`config.mk`:
```
export PLATFORM = sky130hd
export DESIGN_NAME = mouse_master_sm
export DESIGN_NICKNAME = d
export VERILOG_FILES = /design/src/rtl/mouse_master_sm.sv
export SDC_FILE = /design/constraint.sdc
export NUM_CORES = 1
export LEC_CHECK = 0
export ABC_AREA = 1
export CAP_MARGIN = 5
export CORE_ASPECT_RATIO = 1.1
export CORE_MARGIN = 4
export CORE_UTILIZATION = 30
export DETAILED_ROUTE_END_ITERATION = 16
export PLACE_DENSITY = 0.57
export SLEW_MARGIN = 20
export SYNTH_ARGS = -nofsm -noshare
export SYNTH_HDL_FRONTEND = slang
export SYNTH_SLANG_ARGS = --single-unit
```
`constraint.sdc`:
```
create_clock -name CLK -period 6.1 [get_ports CLK]
set_clock_uncertainty 0.15 [all_clocks]
set_input_delay 1.525 -clock CLK [delete_from_list [all_inputs] [get_ports CLK]]
set_output_delay 1.525 -clock CLK [all_outputs]
set_load 0.02 [all_outputs]
```
`src/rtl/mouse_master_sm.sv`:
```
// PS/2 mouse master sequencer: power-up handshake, then 3-byte packet collection and publish.
// Optional build macro MOUSE_STREAM_WATCHDOG_EN adds a mid-packet receive watchdog.
module mouse_master_sm #(
  parameter int unsigned INIT_WAIT    = 5_000_000,
  parameter int unsigned RESP_TIMEOUT = 50_000_000
) (
  input  logic       CLK,
  input  logic       RESET,
  output logic       SEND_BYTE,
  output logic [7:0] BYTE_TO_SEND,
  input  logic       BYTE_SENT,
  output logic       READ_ENABLE,
  input  logic [7:0] BYTE_READ,
  input  logic [1:0] BYTE_ERROR_CODE,
  input  logic       BYTE_READY,
  output logic [7:0] MOUSE_STATUS,
  output logic [7:0] MOUSE_DX,
  output logic [7:0] MOUSE_DY,
  output logic       SEND_INTERRUPT,
  output logic [3:0] MASTER_STATE
);

  typedef enum logic [3:0] {
    INIT         = 4'd0,
    SEND_FF      = 4'd1,
    WAIT_SENT_FF = 4'd2,
    WAIT_FA1     = 4'd3,
    WAIT_AA      = 4'd4,
    WAIT_ID      = 4'd5,
    SEND_F4      = 4'd6,
    WAIT_SENT_F4 = 4'd7,
    WAIT_FA2     = 4'd8,
    STREAM_B1    = 4'd9,
    STREAM_B2    = 4'd10,
    STREAM_B3    = 4'd11,
    PUBLISH      = 4'd12
  } state_t;

`ifdef MOUSE_STREAM_WATCHDOG_EN
  localparam bit WATCHDOG = 1'b1;
`else
  localparam bit WATCHDOG = 1'b0;
`endif

  state_t      state_reg, state_next;
  logic [31:0] cnt_reg;
  logic [7:0]  shadow_status_reg, shadow_dx_reg, shadow_dy_reg;
  logic        rx_good, init_done, timeout, is_wait, in_mid_packet;

  function automatic logic is_read_state(state_t s);
    return (s == WAIT_FA1) || (s == WAIT_AA) || (s == WAIT_ID) || (s == WAIT_FA2) ||
           (s == STREAM_B1) || (s == STREAM_B2) || (s == STREAM_B3);
  endfunction

  assign rx_good       = BYTE_READY && (BYTE_ERROR_CODE == 2'b00);
  assign init_done     = (cnt_reg == INIT_WAIT - 1);
  assign timeout       = (cnt_reg == RESP_TIMEOUT - 1);
  assign is_wait       = (state_reg == WAIT_SENT_FF) || (state_reg == WAIT_SENT_F4) ||
                         (state_reg == WAIT_FA1) || (state_reg == WAIT_AA) ||
                         (state_reg == WAIT_ID) || (state_reg == WAIT_FA2);
  assign in_mid_packet = (state_reg == STREAM_B2) || (state_reg == STREAM_B3);
  assign MASTER_STATE  = state_reg;

  always_comb begin
    state_next = state_reg;
    case (state_reg)
      INIT:         if (init_done) state_next = SEND_FF;
      SEND_FF:      state_next = WAIT_SENT_FF;
      WAIT_SENT_FF: if (BYTE_SENT) state_next = WAIT_FA1; else if (timeout) state_next = INIT;
      WAIT_FA1:
        if (BYTE_READY) state_next = (rx_good && BYTE_READ == 8'hFA) ? WAIT_AA : INIT;
        else if (timeout) state_next = INIT;
      WAIT_AA:
        if (BYTE_READY) state_next = (rx_good && BYTE_READ == 8'hAA) ? WAIT_ID : INIT;
        else if (timeout) state_next = INIT;
      WAIT_ID:
        if (BYTE_READY) state_next = (rx_good && BYTE_READ == 8'h00) ? SEND_F4 : INIT;
        else if (timeout) state_next = INIT;
      SEND_F4:      state_next = WAIT_SENT_F4;
      WAIT_SENT_F4: if (BYTE_SENT) state_next = WAIT_FA2; else if (timeout) state_next = INIT;
      WAIT_FA2:
        if (BYTE_READY) state_next = (rx_good && BYTE_READ == 8'hFA) ? STREAM_B1 : INIT;
        else if (timeout) state_next = INIT;
      // A byte arriving during PUBLISH is treated as a first packet byte
      STREAM_B1, PUBLISH:
        state_next = (rx_good && BYTE_READ[3]) ? STREAM_B2 : STREAM_B1;
      STREAM_B2:
        if (BYTE_READY) state_next = rx_good ? STREAM_B3 : STREAM_B1;
        else if (WATCHDOG && timeout) state_next = STREAM_B1;
      STREAM_B3:
        if (BYTE_READY) state_next = rx_good ? PUBLISH : STREAM_B1;
        else if (WATCHDOG && timeout) state_next = STREAM_B1;
      default:      state_next = INIT;
    endcase
  end

  always_ff @(posedge CLK or negedge RESET) begin
    if (!RESET) begin
      state_reg         <= INIT;
      cnt_reg           <= '0;
      shadow_status_reg <= '0;
      shadow_dx_reg     <= '0;
      shadow_dy_reg     <= '0;
      SEND_BYTE         <= 1'b0;
      BYTE_TO_SEND      <= 8'h00;
      READ_ENABLE       <= 1'b0;
      MOUSE_STATUS      <= '0;
      MOUSE_DX          <= '0;
      MOUSE_DY          <= '0;
      SEND_INTERRUPT    <= 1'b0;
    end else begin
      state_reg   <= state_next;
      READ_ENABLE <= is_read_state(state_next);
      SEND_BYTE   <= (state_next == SEND_FF) || (state_next == SEND_F4);
      if (state_next == SEND_FF) BYTE_TO_SEND <= 8'hFF;
      else if (state_next == SEND_F4) BYTE_TO_SEND <= 8'hF4;

      if (state_next != state_reg) cnt_reg <= '0;
      else if (state_reg == INIT || is_wait) cnt_reg <= cnt_reg + 32'd1;
      else if (WATCHDOG && in_mid_packet && !BYTE_READY) cnt_reg <= cnt_reg + 32'd1;
      else cnt_reg <= '0;

      if (rx_good) begin
        case (state_reg)
          STREAM_B1, PUBLISH: if (BYTE_READ[3]) shadow_status_reg <= BYTE_READ;
          STREAM_B2:          shadow_dx_reg <= BYTE_READ;
          STREAM_B3:          shadow_dy_reg <= BYTE_READ;
          default:            ;
        endcase
      end

      SEND_INTERRUPT <= (state_reg == PUBLISH);
      if (state_reg == PUBLISH) begin
        MOUSE_STATUS <= shadow_status_reg;
        MOUSE_DX     <= shadow_dx_reg;
        MOUSE_DY     <= shadow_dy_reg;
      end
    end
  end

endmodule

```
* After elaboration in Yosys (flattened, before gate mapping)
Cells that the tools add are included.
W data, S select, Z words.
** Storage, ports and cells
- Flip-flop bits (word level) :: 95
- Latch bits :: 0
- Memory bits (writable) :: 0
- ROM bits :: 0
- Bits of input ports :: 14
- Output and inout bits :: 39
- Word-level logic and storage cells :: 87
- Memories :: 0
** Operators by class
- $add $sub $neg :: 1
- $mul :: 0
- Div/mod/pow operators :: 0
- Order comparisons :: 0
- Eq/ne operators :: 26
- Shifts and indexed selects :: 0
- Multiplexer cells :: 22
- Bitwise logic cells :: 0
- Reduce and logical (&&, ||, !) cells :: 26
** Operator list (count)
- $mux W32 :: 2
- $pmux W4 S12 :: 1
- $mux W4 :: 11
- $eq A4 B4 Y1 const B :: 9
- $add A32 B1 Y32 const B :: 1
- $eq A32 B23 Y1 const B :: 1
- $eq A32 B26 Y1 const B :: 1
- $eq A4 B3 Y1 const B :: 7
- $eq A8 B8 Y1 const B :: 2
- $mux W8 :: 2
- $logic_or A1 B1 Y1 :: 13
- $eq A4 B2 Y1 const B :: 3
- $mux W3 :: 4
- $eq A4 B1 Y1 const B :: 2
- $logic_not A8 Y1 :: 1
- $logic_and A1 B1 Y1 :: 5
- $logic_not A4 Y1 :: 1
- $mux W2 :: 2
- $ne A4 B4 Y1 :: 1
- $reduce_and A2 Y1 :: 2
- $reduce_and A3 Y1 :: 1
- $logic_not A2 Y1 :: 1
- $reduce_bool A2 Y1 :: 1
- $reduce_or A2 Y1 :: 1

* Logic depth before layout (Yosys ltp)
Gate-level depths: netlist (run 1).
- Word-level depth :: 13
- Mapped depth :: 17
- Gate-level depth less buffers :: 15

* Least setup slack after synthesis (run 1)
No wires, ideal clock.
- Kind :: in2reg
- From :: input BYTE_ERROR_CODE[0]
- To :: register cnt_reg[12]
- Setup time :: 0.127 ns
- Arrival time :: 2.686 ns
- Data required time :: 5.823 ns
- Setup slack :: 3.137 ns
- Stages :: 13
- Path buffers :: 1
- Cells stage by stage :: inv_1 nand4_1 nor2_1 nor2_1 nand2_1 inv_2 nand2_4 nand2_2 nand2_2 nor2_4 nand2_4 buf_12 nor2_4
** On the way
- Cells in the longest elaborated chain, start to end :: 8
- Elaborated cells on any way between the ends :: 22
- Classes of those cells :: 1 x eq/ne; 15 x mux; 6 x reduce/logical
** Ends and longest elaborated chain
- from (decl) :: line 14 : input logic [1:0] BYTE_ERROR_CODE,
- $logic_not A2 Y1 (*) :: line 55 : assign rx_good = BYTE_READY && (BYTE_ERROR_CODE == 2'b00);
- $logic_and A1 B1 Y1 (*) :: line 55
- $logic_and A1 B1 Y1 (on tied branches) :: line 77, 71, 74
- $mux W3 (on tied branches) :: line 77, 71, 74
- $mux W4 (on tied branches) :: line 77, 71, 74
- $pmux W4 S12 (*) :: line 66 : case (state_reg)
- net state_next[2] :: line 45 : state_t state_reg, state_next;
- $ne A4 B4 Y1 (*) :: line 118 : if (state_next != state_reg) cnt_reg <= '0;
- $mux W32 (*) :: line 118
- to (signal assigned) :: line 119 : else if (state_reg == INIT || is_wait) cnt_reg <= cnt_reg + 32'd1;
- to (signal assigned) :: line 120 : else if (WATCHDOG && in_mid_packet && !BYTE_READY) cnt_reg <= cnt_reg + 32'd1;
- to (decl) :: line 46 : logic [31:0] cnt_reg;
Mark *: on every way through the listed nets, which the timed path passes. The rest lies on a longest branch.
A chain may end at the register's enable or synchronous reset.

* Final worst setup path (run 1)
- From :: input BYTE_READY
- To :: register cnt_reg[31]
** On the way
- Cells in the longest elaborated chain, start to end :: 7
- Elaborated cells on any way between the ends :: 21
- Classes of those cells :: 1 x eq/ne; 15 x mux; 5 x reduce/logical
** Ends and longest elaborated chain
- from (decl) :: line 15 : input logic BYTE_READY,
- $logic_and A1 B1 Y1 :: line 55
- $logic_and A1 B1 Y1 (on tied branches) :: line 77, 71, 74
- $mux W3 (on tied branches) :: line 77, 71, 74
- $mux W4 (on tied branches) :: line 77, 71, 74
- $pmux W4 S12 (*) :: line 66
- net state_next[2] :: line 45
- $ne A4 B4 Y1 (*) :: line 118
- $mux W32 (*) :: line 118
Marked as above.

==> results_dict.tcl, run 1 <==
set metrics [dict create \
    tns_ps 0 \
    grt_first_pass_wirelength_um 20600 \
    critical_path_class "in2reg" \
    place_area_um2 5800 \
    synth.avg_cell_area_um2 7.60 \
    slowest_stage "nand2_4" \
    ys_ff_latch 89 \
    hp-class "reg2reg" \
    layout_common_cells "nand2_1, dfrtp_1, nor2_1" \
    fmax_mhz 256 \
    clock_latency_ps 350 \
    core_um2 17000 \
    rsz0062_at_grt "no" \
    netlist-cell-type-count 33 \
    fin_crit_ps 3900 \
    ctsResizeCount 0 \
    hold_ws_ps 301 \
    vias 4220 \
    num_io_pins 53 \
    cts_buffers 9 \
    worst_setup_path_end_kind "flip-flop" \
    seq_power_share_pct 50.8 \
    worst-r2r-cell-count 12 \
    cp-start-kind "primary input" \
    nets 734 \
    grt_use_total_pct 13.2 \
    finalMaxSlewViolations 0 \
    grt-ovfl-total 0 \
    grt_max_degree 49 \
    syn_to_final_growth_pct 18.0 \
    r2r-end "cnt_reg[31]" \
    port_buffers 52 \
    cts_hold_buf 0 \
    p_switching_mw 0.279 \
    p_total_mw 1.16 \
    placementRows 50 \
    root_buffer "clkbuf_16" \
    ys_warn_count 0 \
    h-tree-depth 3 \
    crit_cells 12 \
    arrival_ps 3950 \
    initial_core_util_pct 30.4 \
    p_leak_nw 2.93 \
    ys_seq_area_share_pct 43.2 \
    ant_nets 0 \
    crit_buf_inv 2 \
    grt_antenna_before_repair 0 \
    cap_viol_max_count 0 \
    gp_congestion 0.866 \
    syn-instance-count 678 \
    pre_cts_slack_ps 1800 \
    p_comb_share_pct 2.8 \
    finalWirelength_um 12100 \
    die_x_um 133 \
    path_max_fanout 32 \
    setup_ws_ps 2200 \
    crit_family "simple AND/OR/NAND/NOR gates" \
    clkPwrFrac_pct 46.4 \
    status "completed" \
    drive_gt1_share_pct 14.4 \
    min-delay-start "shadow_status_reg[3]" \
    drt_iter0_drc 233 \
    antennaDiodeCount 0 \
    dr.pass1.iters 4 \
    whs_endpoint "shadow_status_reg[3]" \
    grt_pass1_vias 3955 \
    clock_path_buffers 2 \
    routedWlPerCell_um 12.7 \
    stdcell_count 958 \
    reg2reg_slack_ps 2730 \
    syn_area_um2 5150 \
    peakVddDrop_mv 0.178 \
    cpPeakStageDelay_ps 660 \
    p_int_mw 0.885 \
    required_ps 6150 \
    p_per_area_nw_per_um2 192 \
    final_util_pct 35.9 \
    layout_commonest_cell "nand2_1" \
    clk_pin_slew_ps 70 \
    avgViaCountPerCell 4.41 \
    finalHoldViolCount 0 \
    cts_tree "built" \
    postLayoutCellArea_um2 6080 \
    largest_reg_flops 32 \
    sw_frac_of_total_pct 24.0 \
    die_y_um 145 \
    postCtsSetupRepairBufs 0 \
    syn-num-nets 693 \
    cp_common_cell "nor2_1" \
    dp_cells 942 \
    maxSlewHeadroom_pct 39.4 \
    die-area_um2 19300 \
    path_cells "clkdlybuf4s50_1 > nand4_1 > nor2_1 > nor2_1 > nand2_1 > inv_2 > nand2_4 > nand2_2 > nand2_2 > nor2_4 > nand2_4 > nor2_1" \
    drc 0 \
    r2r_start "MASTER_STATE[0]" \
    worst_pin_slew_ps 908 \
    whs_path_depth 2 \
    clock_sinks 89 \
    setup_violations 0 \
    dp_hpwl_um 8980 \
    finalCritPeriodShare_pct 63.9 \
]
==> Yosys cell counts <==
| master | instances | area share (%) |
|---|---|---|
| xnor2_1 | 1 | 0.17 |
| nand2_4 | 4 | 0.87 |
| nor3_1 | 14 | 1.4 |
| clkbuf_1 | 10 | 0.73 |
| nor2_8 | 1 | 0.39 |
| nor2_4 | 34 | 7.4 |
| inv_2 | 12 | 0.87 |
| nand3_1 | 52 | 5.0 |
| or2_2 | 10 | 1.2 |
| ha_1 | 1 | 0.24 |
| o211ai_1 | 5 | 0.73 |
| nand3b_1 | 2 | 0.29 |
| buf_6 | 3 | 0.66 |
| inv_1 | 60 | 4.4 |
| xor2_1 | 3 | 0.51 |
| nand4_1 | 8 | 0.97 |
| nor3b_1 | 1 | 0.15 |
| nor2_2 | 6 | 0.73 |
| clkinv_1 | 2 | 0.15 |
| nand2_1 | 228 | 17 |
| nor4_1 | 3 | 0.36 |
| a21oi_1 | 2 | 0.19 |
| buf_12 | 3 | 1.2 |
| o21ai_0 | 33 | 3.2 |
| nand3_2 | 2 | 0.39 |
| nand2_2 | 13 | 1.6 |
| o21ai_2 | 1 | 0.17 |
| dfrtp_1 | 89 | 43 |
| nor2_1 | 64 | 4.7 |
| buf_4 | 7 | 1.0 |
| o221ai_1 | 2 | 0.34 |
| inv_4 | 1 | 0.12 |
| buf_2 | 1 | 0.097 |
==> final cells by class <==
class                   instances  area (µm²)
fillers                      1815       10900
multi-input cells             490        2460
flip-flops and latches         89        2230
repair buffers                 54         533
well taps                     234         293
inverters                      75         284
clock buffers                   9         225
clock inverters                 7        60.1
==> cells by family after synthesis <==
kind of cell	synth area share (%)
flip-flops	43.2
AND/OR/NAND/NOR	42.0
AO/OA/AOI/OAI	4.64
buffers and inverters	9.18
XOR/XNOR	0.680
adder cells (fa/ha/maj)	0.243
==> tightest hold or removal path, stage by stage, from the launching register on <==
cell	delay [ps]
dfrtp_1	320
inv_1	40
nand2_1	50
==> worst max path at each step <==
stage / to / start / slack [ps]
6_report: cnt_reg[31] / BYTE_READY / 2200
2_1_floorplan: cnt_reg[12] / BYTE_ERROR_CODE[0] / 3140
5_1_grt: cnt_reg[0] / BYTE_READY / 1970
4_1_cts: cnt_reg[31] / BYTE_READY / 2170
3_3_place_gp: cnt_reg[31] / BYTE_READY / 1860
3_5_place_dp: cnt_reg[31] / BYTE_READY / 1800
==> power groups by stage <==
stage,logic [mW],registers (mW),clock network (mW)
global placement,0.0334,0.603,0
floorplan,0.00685,0.603,0
global route,0.0375,0.592,0.585
detailed placement,0.0334,0.603,0
CTS,0.0337,0.592,0.561
finish,0.0322,0.592,0.541
==> per-layer routing <==
metal  share of wire (%)  wire length [µm]  track usage [%]  up-vias
li1                    -                 -                -     2190
met1                  47              5740             17.7     1938
met2                  48              5790             21.2       83
met3                 4.2               514             3.49        9
met4                0.86               104             2.96        0
met5                   0                 0                0        -
Note: power is estimated with default switching activity, not from simulation.
==> run 2, diff against run 1 <==
Clock period 6.1 ns to 3.7 ns, I/O delays scaled along.
==> run 2 against run 1 <==
  * Sequential share of layout area shrank 0.49 points
  * Sequential cell count is the same
  * Wire length grew 4.2%
  * Utilization grew 0.49 points
  * Clock-buffer cell count is the same
  * Via count grew 0.45%
  * Final cell count grew 0.52%
  * Die area is the same
  * Combinational power grew 73%
  * Final area grew 1.4%
  * Power grew 66%
  * Critical path type unchanged
  * Critical endpoint is now cnt_reg[0]
  * Largest power group unchanged
==> results_dict.tcl, run 2 (synthesized netlist as in run 1, its figures left out) <==
set metrics [dict create \
    dp_hpwl_um 9530 \
    largest_reg_flops 32 \
    final_util_pct 36.4 \
    postLayoutCellArea_um2 6160 \
    cts_hold_buf 0 \
    grt_use_total_pct 13.5 \
    die-area_um2 19300 \
    fin_crit_ps 2940 \
    clk_pin_slew_ps 80 \
    gp_congestion 0.907 \
    avgViaCountPerCell 4.40 \
    dp_cells 947 \
    p_leak_nw 2.97 \
    clock_latency_ps 350 \
    critical_path_class "in2reg" \
    num_io_pins 53 \
    postCtsSetupRepairBufs 0 \
    cp-start-kind "primary input" \
    cts_tree "built" \
    finalMaxSlewViolations 0 \
    grt_first_pass_wirelength_um 21200 \
    clock_path_buffers 2 \
    drive_gt1_share_pct 15.0 \
    clock_sinks 89 \
    finalCritPeriodShare_pct 79.4 \
    antennaDiodeCount 0 \
    grt_pass1_vias 4094 \
    layout_common_cells "nand2_1, dfrtp_1, nor2_1" \
    finalWirelength_um 12700 \
    drc 0 \
    ant_nets 0 \
    port_buffers 52 \
    cts_buffers 9 \
    rsz0062_at_grt "no" \
    cpPeakStageDelay_ps 600 \
    vias 4239 \
    core_um2 17000 \
    status "completed" \
    grt_antenna_before_repair 0 \
    routedWlPerCell_um 13.1 \
    hold_ws_ps 303 \
    syn_to_final_growth_pct 19.6 \
    fmax_mhz 340 \
    die_x_um 133 \
    crit_buf_inv 4 \
    worst_setup_path_end_kind "flip-flop" \
    worst_pin_slew_ps 740 \
    grt-ovfl-total 0 \
    p_per_area_nw_per_um2 315 \
    die_y_um 145 \
    nets 739 \
    h-tree-depth 3 \
    setup_violations 0 \
    maxSlewHeadroom_pct 50.7 \
    layout_commonest_cell "nand2_1" \
    place_area_um2 5870 \
    required_ps 3790 \
    root_buffer "clkbuf_16" \
    path_cells "clkdlybuf4s50_1 > nand3_1 > inv_2 > nand2_1 > nand2_1 > nand3_1 > nor2_1 > nand2_1 > inv_2 > nand3_1 > nand2_2 > nor2_4 > nand2_4 > buf_12 > nor2_1" \
    ctsResizeCount 0 \
    hp-class "reg2reg" \
    finalHoldViolCount 0 \
    reg2reg_slack_ps 1130 \
    cap_viol_max_count 0 \
    dr.pass1.iters 5 \
    initial_core_util_pct 30.4 \
    placementRows 50 \
    arrival_ps 3030 \
    tns_ps 0 \
    crit_family "simple AND/OR/NAND/NOR gates" \
    grt_max_degree 48 \
    drt_iter0_drc 323 \
    path_max_fanout 13 \
    stdcell_count 963 \
    slowest_stage "clkdlybuf4s50_1" \
    peakVddDrop_mv 0.214 \
]
## run 2: area by class of cell
cell class	count	area, µm²
Timing Repair Buffer	59	608
Fill cell	1806	10800
Inverter	75	284
Clock inverter	7	67.6
Clock buffer	9	225
Tap cell	234	293
Sequential cell	89	2230
Multi-Input combinational cell	490	2460
## run 2: layer usage
metal  wire [µm]  up-vias  global-route usage, %
li1            -     2200                      -
met1        6010     1942                   18.0
met2        5990       83                   22.1
met3         514       14                   3.15
met4         148        0                   3.43
met5           0        -                      0
## run 2: metrics by stage
stage	worst slack [ps]	power [mW]
after global placement	358	1.05
after floorplan	1340	1.01
after CTS	782	1.98
after detailed placement	410	1.05
final	762	1.94
after global routing	514	2.02
## run 2: report_power, final
part | total, mW | internal, mW | switching, mW
Clock | 0.908 | 0.476 | 0.432
Combinational | 0.0556 | 0.0181 | 0.0375
Sequential | 0.975 | 0.974 | 0.00117
Total | 1.94 | 1.47 | 0.471
## run 2: worst min-delay path: stages (launching register included)
cell and delay, ps:
dfrtp_1 330, inv_1 40, nand2_1 50
## run 2: worst paths after layout
check,start,to,cells past startpoint
setup reg to reg,MASTER_STATE[1],cnt_reg[0],14
hold reg to reg,shadow_status_reg[3],shadow_status_reg[3],2
setup / recovery,BYTE_READY,cnt_reg[0],15
min in group asynchronous,RESET,MOUSE_DX[7],1
hold / removal,shadow_status_reg[3],shadow_status_reg[3],2
max in group asynchronous,RESET,cnt_reg[10],2
==> run 3, diff against run 2 <==
Clock period 3.7 ns to 3 ns, I/O delays scaled along.
==> run 3 against run 2 <==
  * First-iteration DRC count down 24%
  * Critical path depth shrank 14
  * Final cell count is 0.52% higher
  * Highest routed layer unchanged
  * Combinational power up 27%
  * Wire length fell by 0.43%
  * Clock-buffer cell count is the same
  * Register-to-register slack got worse by 520 ps
  * Utilization is 0.37 points higher
  * Worst hold slack lost 200 ps
  * Critical endpoint is now MASTER_STATE[0]
  * Critical path type is now reg2out
  * Largest power group is now clock
  * Non-clock buffer count up 5
  * Die area unchanged
==> results_dict.tcl, run 3 (synthesized netlist as in run 1, its figures left out) <==
set metrics [dict create \
    path_cells "clkdlybuf4s50_1" \
    p_leak_nw 3.01 \
    clock_latency_ps 350 \
    path_max_fanout 11 \
    slowest_stage "clkdlybuf4s50_1" \
    ant_nets 0 \
    p_per_area_nw_per_um2 400 \
    m1WireLength_um 5770 \
    fmax_mhz 381 \
    root_buffer "clkbuf_16" \
    grt_max_degree 43 \
    die_x_um 133 \
    die-area_um2 19300 \
    nets 744 \
    grt_antenna_before_repair 0 \
    top_layer "met4" \
    crit_family "buffers and inverters" \
    worst_setup_path_end_kind "primary output" \
    hp-class "in2async" \
    clock_path_buffers 2 \
    ctsResizeCount 0 \
    crit_buf_inv 1 \
    gp_congestion 0.895 \
    core_um2 17000 \
    grt_pass1_vias 4321 \
    route.met3.wl_um 460 \
    layout_common_cells "nand2_1, dfrtp_1, nor2_1" \
    grt_use_total_pct 13.9 \
    finalCritPeriodShare_pct 87.5 \
    layout_commonest_cell "nand2_1" \
    wl_met2_um 6140 \
    r2r-end "cnt_reg[31]" \
    tns_ps 0 \
    worst-r2r-cell-count 15 \
    reg2reg_slack_ps 610 \
    h-tree-depth 3 \
    clk_pin_slew_ps 80 \
    r2r_start "MASTER_STATE[0]" \
    num_io_pins 53 \
    grt-ovfl-total 0 \
    cts_tree "built" \
    critical_path_class "reg2out" \
    setup_violations 0 \
    crit_cells 1 \
    maxSlewHeadroom_pct 55.4 \
    worst_pin_slew_ps 662 \
    initial_core_util_pct 30.4 \
    fin_crit_ps 2630 \
    finalHoldViolCount 0 \
    clock_sinks 89 \
    drt_iter0_drc 244 \
    grt_first_pass_wirelength_um 22000 \
    final_util_pct 36.7 \
    die_y_um 145 \
    finalWirelength_um 12600 \
    routedWlPerCell_um 13.0 \
    peakVddDrop_mv 0.312 \
    largest_reg_flops 32 \
    postCtsSetupRepairBufs 0 \
    rsz0062_at_grt "no" \
    avgViaCountPerCell 4.39 \
    status "completed" \
    arrival_ps 1730 \
    dr.pass1.iters 4 \
    required_ps 2100 \
    drive_gt1_share_pct 15.5 \
    cts_buffers 9 \
    vias 4248 \
    port_buffers 52 \
    cpPeakStageDelay_ps 710 \
    finalMaxSlewViolations 0 \
    cts_hold_buf 0 \
    placementRows 50 \
    syn_to_final_growth_pct 20.8 \
    cap_viol_max_count 0 \
    cp-start-kind "flip-flop" \
    antennaDiodeCount 0 \
    hold_ws_ps 99.6 \
    fillers 1804 \
    dp_hpwl_um 9500 \
    drc 0 \
]
-- run 3: cell types whose count changed in the layout (fill, tap and decap cells not counted), sizes merged --
cell | before | now
buf | 8 | 13
bufinv | 0 | 1
clkinvlp | 1 | 0
-- run 3: layout make-up --
cell class,instances,area [µm²],area share [%]
Clock buffer,9,225,3.62
Clock inverter,7,92.6,1.49
Inverter,75,284,4.56
Multi-Input combinational cell,490,2460,39.5
Sequential cell,89,2230,35.8
Tap cell,234,293,4.70
Timing Repair Buffer,64,646,10.4
-- run 3: metal layers --
layer  vias to the layer above  GRT usage [%]
met2                        72           23.5
met3                        17           2.21
met5                         -              0
met4                         0           4.99
li1                       2210              -
met1                      1949           18.0
-- run 3: worst max-delay path by stage --
| stage | start | end | slack [ps] |
|---|---|---|---|
| floorplan | BYTE_ERROR_CODE[0] | cnt_reg[12] | 810 |
| global placement | BYTE_ERROR_CODE[1] | cnt_reg[31] | 160 |
| detailed placement | BYTE_READ[2] | cnt_reg[31] | 140 |
| CTS | MASTER_STATE[0] | MASTER_STATE[0] | 350 |
| global route | BYTE_READ[2] | cnt_reg[31] | 270 |
| finish | MASTER_STATE[0] | MASTER_STATE[0] | 370 |
-- run 3: through the flow --
step | setup slack (ps) | instance area (µm²) | power, mW | instances
floorplan | 812 | 5150 | 1.24 | 678
global placement | 161 | 5910 | 1.30 | 952
detailed placement | 136 | 5910 | 1.30 | 952
CTS | 348 | 6230 | 2.53 | 968
global route | 274 | 6230 | 2.60 | 968
finish | 374 | 6230 | 2.49 | 968
-- run 3: report_power, final --
part | internal, mW | leakage [nW] | switching, mW
sequential | 1.20 | 1.20 | 0.00132
combinational | 0.0250 | 1.66 | 0.0459
clock | 0.671 | 0.156 | 0.543
total | 1.90 | 3.01 | 0.590
